File: src/rtl/cache_ctrl_pkg.sv
// Shared definitions for the cache controller.
//   state_e        : controller FSM states
//   S_CNT_DEFAULT  : default width of the saturating performance counters
//   ctrl_t         : bundle of datapath control strobes
//   ctrl_default() : control values that apply when no state asserts anything
package cache_ctrl_pkg;

  localparam int S_CNT_DEFAULT = 16;

  typedef enum logic [2:0] {
    ST_IDLE      = 3'd0,
    ST_TAG_CHECK = 3'd1,
    ST_WRITEBACK = 3'd2,
    ST_FILL      = 3'd3,
    ST_REREAD    = 3'd4
  } state_e;

  typedef struct packed {
    logic upstream_resp;
    logic downstream_read;
    logic downstream_write;
    logic cache_read;
    logic cache_load_en;
    logic downstream_address_sel;
    logic ld_wb;
    logic ld_LRU;
    logic new_dirty;
    logic wb_required;
  } ctrl_t;

  // The data array is always being read so tag/valid/dirty status is ready
  // for the next tag check; every other strobe idles low.
  function automatic ctrl_t ctrl_default();
    ctrl_t c;
    c            = '0;
    c.cache_read = 1'b1;
    return c;
  endfunction

endpackage

File: src/rtl/cache_control_core_sat_counter.sv
// Saturating up-counter used for the cache performance statistics.
//   clk      : clock, rising edge
//   rst      : synchronous active-high reset, clears the count
//   inc_i    : increment request for this cycle
//   count_o  : current count; sticks at all-ones instead of wrapping
module sat_counter #(
  parameter int W = 16
) (
  input  logic         clk,
  input  logic         rst,
  input  logic         inc_i,
  output logic [W-1:0] count_o
);

  localparam logic [W-1:0] ONE = W'(1);

  logic [W-1:0] count_q;
  logic [W-1:0] count_d;

  always_comb begin
    count_d = count_q;
    if (inc_i && (count_q != '1)) begin
      count_d = count_q + ONE;
    end
  end

  always_ff @(posedge clk) begin
    if (rst) begin
      count_q <= '0;
    end else begin
      count_q <= count_d;
    end
  end

  assign count_o = count_q;

endmodule

File: src/rtl/cache_control_core.sv
// Cache controller FSM: sequences tag check, dirty-line writeback, line fill
// and re-read for one upstream request at a time, and keeps hit / miss /
// writeback statistics.
//   clk, rst                         : clock, synchronous active-high reset
//   upstream_read, upstream_write    : request strobes, held until upstream_resp
//   upstream_resp                    : one-cycle completion pulse
//   downstream_read/_write           : line fill / writeback requests
//   downstream_resp                  : downstream completion pulse
//   hit, valid, dirty                : datapath status for the buffered address
//   cache_read ... wb_required       : datapath control strobes
//   hit_count, miss_count, wb_count  : saturating performance counters
module cache_control_core
  import cache_ctrl_pkg::*;
#(
  parameter int s_cnt = S_CNT_DEFAULT
) (
  input  logic             clk,
  input  logic             rst,
  input  logic             upstream_read,
  input  logic             upstream_write,
  output logic             upstream_resp,
  output logic             downstream_read,
  output logic             downstream_write,
  input  logic             downstream_resp,
  input  logic             hit,
  input  logic             valid,
  input  logic             dirty,
  output logic             cache_read,
  output logic             cache_load_en,
  output logic             downstream_address_sel,
  output logic             ld_wb,
  output logic             ld_LRU,
  output logic             new_dirty,
  output logic             wb_required,
  output logic [s_cnt-1:0] hit_count,
  output logic [s_cnt-1:0] miss_count,
  output logic [s_cnt-1:0] wb_count
);

  state_e state_q;
  state_e state_d;

  // Set once a fill has completed for the current request: the tag check
  // that follows is the same request, so a miss there is not counted again.
  logic   refill_q;
  logic   refill_d;

  ctrl_t  ctrl;
  logic   is_write;
  logic   inc_hit;
  logic   inc_miss;
  logic   inc_wb;

  // A request with both strobes high is handled as a write.
  assign is_write = upstream_write;

  always_comb begin
    ctrl     = ctrl_default();
    state_d  = state_q;
    refill_d = refill_q;
    inc_hit  = 1'b0;
    inc_miss = 1'b0;
    inc_wb   = 1'b0;

    unique case (state_q)
      ST_IDLE: begin
        refill_d = 1'b0;
        if (upstream_read || upstream_write) begin
          state_d = ST_TAG_CHECK;
        end
      end

      ST_TAG_CHECK: begin
        if (hit) begin
          ctrl.upstream_resp = 1'b1;
          ctrl.ld_LRU        = 1'b1;
          if (is_write) begin
            ctrl.cache_load_en = 1'b1;
            ctrl.new_dirty     = 1'b1;
          end
          inc_hit  = 1'b1;
          refill_d = 1'b0;
          state_d  = ST_IDLE;
        end else if (valid && dirty) begin
          // Victim is dirty: capture it into the writeback buffer first.
          ctrl.ld_wb       = 1'b1;
          ctrl.wb_required = 1'b1;
          inc_miss         = !refill_q;
          inc_wb           = !refill_q;
          state_d          = ST_WRITEBACK;
        end else begin
          inc_miss = !refill_q;
          state_d  = ST_FILL;
        end
      end

      ST_WRITEBACK: begin
        // Address mux selects the victim's address for the writeback.
        ctrl.downstream_write       = 1'b1;
        ctrl.downstream_address_sel = 1'b1;
        if (downstream_resp) begin
          state_d = ST_FILL;
        end
      end

      ST_FILL: begin
        ctrl.downstream_read = 1'b1;
        if (downstream_resp) begin
          // Fill data lands in the array as a clean line.
          ctrl.cache_load_en = 1'b1;
          ctrl.new_dirty     = 1'b0;
          refill_d           = 1'b1;
          state_d            = ST_REREAD;
        end
      end

      ST_REREAD: begin
        // One cycle for the array to present the freshly filled line.
        state_d = ST_TAG_CHECK;
      end

      default: begin
        state_d = ST_IDLE;
      end
    endcase

    // Reset kills any in-flight transaction immediately: no array write,
    // no statistics update and no downstream request in the reset cycle.
    if (rst) begin
      ctrl     = ctrl_default();
      inc_hit  = 1'b0;
      inc_miss = 1'b0;
      inc_wb   = 1'b0;
    end
  end

  always_ff @(posedge clk) begin
    if (rst) begin
      state_q  <= ST_IDLE;
      refill_q <= 1'b0;
    end else begin
      state_q  <= state_d;
      refill_q <= refill_d;
    end
  end

  assign upstream_resp          = ctrl.upstream_resp;
  assign downstream_read        = ctrl.downstream_read;
  assign downstream_write       = ctrl.downstream_write;
  assign cache_read             = ctrl.cache_read;
  assign cache_load_en          = ctrl.cache_load_en;
  assign downstream_address_sel = ctrl.downstream_address_sel;
  assign ld_wb                  = ctrl.ld_wb;
  assign ld_LRU                 = ctrl.ld_LRU;
  assign new_dirty              = ctrl.new_dirty;
  assign wb_required            = ctrl.wb_required;

  sat_counter #(.W(s_cnt)) u_hit_cnt (
    .clk     (clk),
    .rst     (rst),
    .inc_i   (inc_hit),
    .count_o (hit_count)
  );

  sat_counter #(.W(s_cnt)) u_miss_cnt (
    .clk     (clk),
    .rst     (rst),
    .inc_i   (inc_miss),
    .count_o (miss_count)
  );

  sat_counter #(.W(s_cnt)) u_wb_cnt (
    .clk     (clk),
    .rst     (rst),
    .inc_i   (inc_wb),
    .count_o (wb_count)
  );

endmodule

File: config.mk
export PLATFORM = sky130hd
export DESIGN_NAME = cache_control_core
export DESIGN_NICKNAME = d
export VERILOG_FILES = /design/src/rtl/cache_ctrl_pkg.sv /design/src/rtl/cache_control_core_sat_counter.sv /design/src/rtl/cache_control_core.sv
export SDC_FILE = /design/constraint.sdc
export NUM_CORES = 1
export LEC_CHECK = 0
export CAP_MARGIN = 30
export CORE_ASPECT_RATIO = 1.4
export CORE_MARGIN = 2
export CORE_UTILIZATION = 45
export DETAILED_ROUTE_END_ITERATION = 7
export GPL_ROUTABILITY_DRIVEN = 0
export MAX_ROUTING_LAYER = met4
export PLACE_DENSITY = 0.83
export SYNTH_ARGS = -nofsm -noshare
export SYNTH_HDL_FRONTEND = slang
export SYNTH_SLANG_ARGS = --single-unit
File: constraint.sdc
create_clock -name clk -period 2.65 [get_ports clk]
set_clock_uncertainty 0.1 [all_clocks]
set_input_delay 0.53 -clock clk [delete_from_list [all_inputs] [get_ports clk]]
set_output_delay 0.53 -clock clk [all_outputs]
set_load 0.01 [all_outputs]
==> results.txt <==
TritonCTS built the clock tree. The post-synthesis adder-cell area fraction is 0.01300. The global-route wire length before repair came out at 13000 um.

The initial antenna violation count came out at 0. The most common flop cell mapped by yosys is sky130_fd_sc_hd__dfxtp_1. After routing the design area is about 3800 um2. STA classifies the critical path endpoint as an output port. The worst-case setup slack after placement is -0.2590 ns.

The clock edge transition at the registers on the reported setup and hold paths came out at 0.10 ns. The number of design rule violations left after detail routing is 0. By count the netlist is led by 52 x sky130_fd_sc_hd__dfxtp_1, 34 x sky130_fd_sc_hd__a21oi_1, 19 x sky130_fd_sc_hd__nor2_1, 19 x sky130_fd_sc_hd__o31ai_1. The number of flip-flops and latches in the synthesized netlist is 52.

Measured against the total synthesized area, the mux share comes to 0.04551. The total area of multi-input combinational cells came out at approximately 1700 um2. The clock drives 52 sinks. The startpoint identified for the worst register-to-register timing path is state_q[2]. The share of layout cells above drive strength 1 is 0.1398. The clock insertion delay at the later pin of the skew report came out at roughly 0.32 ns. The first detailed-routing pass ran for 4 iterations. The top cell type's share of synthesized area is 0.3606.

The HPWL after detailed placement is 5502 um. After clock tree synthesis, the repair step resized 5 gates. The most frequent cell after synthesis is sky130_fd_sc_hd__dfxtp_1. The maximum fanout count along the critical path came out at 12.

The hold path startpoint is u_wb_cnt.count_o[7]. The global routing usage summed across all routing layers came out at 0.2270. The number of H-tree branching levels came out at 2. The dominant cell type by area after synthesis is sky130_fd_sc_hd__dfxtp_1. The average size of a mapped cell is 8.391 um2.

The via count of the first global-routing pass was 2906. The transition time of the tightest slew-check pin came out at 0.7126 ns. The worst hold path terminates at u_wb_cnt.count_o[7]. The worst hold slack after final layout came out at about 0.42 ns. Data on the critical path arrives at its endpoint at between 1.5 and 2 ns. The worst ir drop on vdd came out at ~0.00025 V. The parity-gate share of the synthesized area counting xor and xnor cells came out at 0.003034.

For this design the static power due to leakage is 1.309 nW. The area growth from synthesis to layout is 32.86%. The total setup violations reported at the end of the flow is 0. The antenna diode instance count came out at 0. Synthesis produced 344 cells. The flow ran to the end, and the final reports show no timing, DRC or antenna violations. The total chip power came out at 1.453 mW. The kind of launch point of the worst setup path is an input port. The share of synthesized flip-flops with an asynchronous set or reset came out at 0. The max-cap check violation count came out at 0.

The post-CTS setup repair buffer count is 0. The number of fill cells in the layout came out at ~530. The via count of the routed design came out at 3055. The min-delay analysis places its worst path in the category flop to flop.

Of the available clock period, the critical path in the final layout requires 0.9741. The post-layout minimum cycle time came out at 2.581 ns. The dominant combinational cell family by area after synthesis is simple AND/OR/NAND/NOR gates. The slack of the worst reg-to-reg path is 0.25 ns. The placement-stage cell area is approximately 3700 um2.

The number of buffer cells added on primary ports is 64. The global-route congestion overflow total is 0. The detailed-route wire length per cell is 15.29 um. The final standard cell utilization of the core came out at 0.6174. The total placed cells including tap cells came out at ~490. The Yosys warning count is 0. The die width came out at a little over 70 um. Setup repair after global routing left no endpoint under its margin. The die footprint is roughly 7100 um2. The maximum number of pins on one net before global-route repair is 38. The number of nets at the end of the flow came out at 432.

The sequential cell area fraction in the yosys report is 0.3606. After synthesis, the netlist uses 54 different library cells. The share of synthesized cell area in and, or, nand and nor gates is 0.3468.

The number of core rows came out at 34. In this run, post-CTS hold repair placed 0 buffers. The total CTS buffers is 5. The hold violation total from the final report is 0.

The worst register-to-register path ends at u_wb_cnt.count_o[14]. After the flow finishes, the layout carries non-filler instances totaling 494. The required time reported for the critical path endpoint came out at around 2 ns. The initial cell density of the core came out at 0.4647. The power density over the cells is approximately 380 nW/um2. The number of routed nets with antenna violations came out at 0. The synthesized area is 2887 um2. The worst register-to-register path has a depth of 4. The synthesized design contains 0 enable-type register cells. The number of buffers between clock root and the deepest sink is 2. The final worst-path setup slack came out at 0.06857 ns. Clock tree synthesis selected as its root buffer the cell sky130_fd_sc_hd__clkbuf_8. The area fraction in compound gates after synthesis is 0.1799. The via count normalized by instance count is 6.184. The aggregate routed wire length came out at between 7000 and 8000 um. The upper clock frequency limit came out at 0.3874 GHz. Yosys attributes the largest share of cell area to sky130_fd_sc_hd__dfxtp_1 36%, sky130_fd_sc_hd__a21oi_1 5.9%, sky130_fd_sc_hd__o31ai_1 4.9%. The vertical die dimension came out at ~99 um.

The worst hold path cell count came out at 2. The placeable core region came out at approximately 6200 um2. In the final layout, flip-flops and latches occupy between 1000 and 1500 um2. The first routing iteration left ~230 violations. The critical path start-end classification is input port to output port.

The net count after synthesis is between 300 and 400. The number of max-slew violations in the final report is 0. 66 I/O pins were placed.

The total negative setup slack came out at 0 ns. The tightest slew margin relative to the limit came out at 0.5206.
cell families (layout without fill, tap and decap cells):
group / Yosys count / after routing
other: 1 / 1
AO/OA/AOI/OAI: 82 / 82
flip-flops: 52 / 52
adder cells (fa/ha/maj): 3 / 3
multiplexers: 12 / 12
AND/OR/NAND/NOR: 163 / 163
buffers and inverters: 30 / 108
XOR/XNOR: 1 / 1
worst max path at each step:
stage	from	end	slack [ns]	cells after the start
3_5_place_dp	dirty	u_wb_cnt.count_o[14]	-0.26	6
2_1_floorplan	rst	u_wb_cnt.count_o[14]	-0.07	7
5_1_grt	hit	new_dirty	0.02	4
6_report	hit	new_dirty	0.07	4
3_3_place_gp	dirty	u_wb_cnt.count_o[14]	-0.25	6
4_1_cts	hit	ld_LRU	0.007	5
layout make-up:
| cell class | count | area share |
|---|---|---|
| Clock buffer | 7 | 0.02251 |
| Clock inverter | 1 | 0.001958 |
| Inverter | 5 | 0.004894 |
| Multi-Input combinational cell | 262 | 0.4489 |
| Sequential cell | 52 | 0.2715 |
| Tap cell | 72 | 0.02349 |
| Timing Repair Buffer | 95 | 0.2268 |
registers in the layout, summed over array words and instances (netlist names):
signal and flops:
u_miss_cnt.count_o 16, state_q 3, refill_q 1, u_wb_cnt.count_o 16, u_hit_cnt.count_o 16
power by group:
group / total [mW] / internal, mW / switching, mW
combinational: 0.161 / 0.0806 / 0.0807
sequential: 0.801 / 0.791 / 0.0100
clock: 0.491 / 0.213 / 0.278
worst max-delay path, cell delays in order:
cell	delay, ns
sky130_fd_sc_hd__clkdlybuf4s50_1	0.50
sky130_fd_sc_hd__buf_4	0.20
sky130_fd_sc_hd__and3_1	0.19
sky130_fd_sc_hd__clkdlybuf4s50_1	0.54
cell usage in the layout, fill, tap and decap left out, drive strengths merged, types with 9 or more instances in the layout:
cell type       n
nand3          14
nor3           16
a21oi          34
nand2          17
mux2            9
buf            32
dfxtp          52
nand4          16
o31ai          19
nor2b           9
clkdlybuf4s50  58
o21ai           9
nor2           19
nor4           11
or4            17
routing by layer:
layer  up-vias  track usage  part of all wire
li1       1489            -                 -
met1      1457       0.2591              0.40
met2       100       0.3996              0.53
met3         9      0.02761             0.049
met4         0      0.08563             0.016
met5         -            -                 0
No activity file was read; power rests on OpenSTA's default activity.
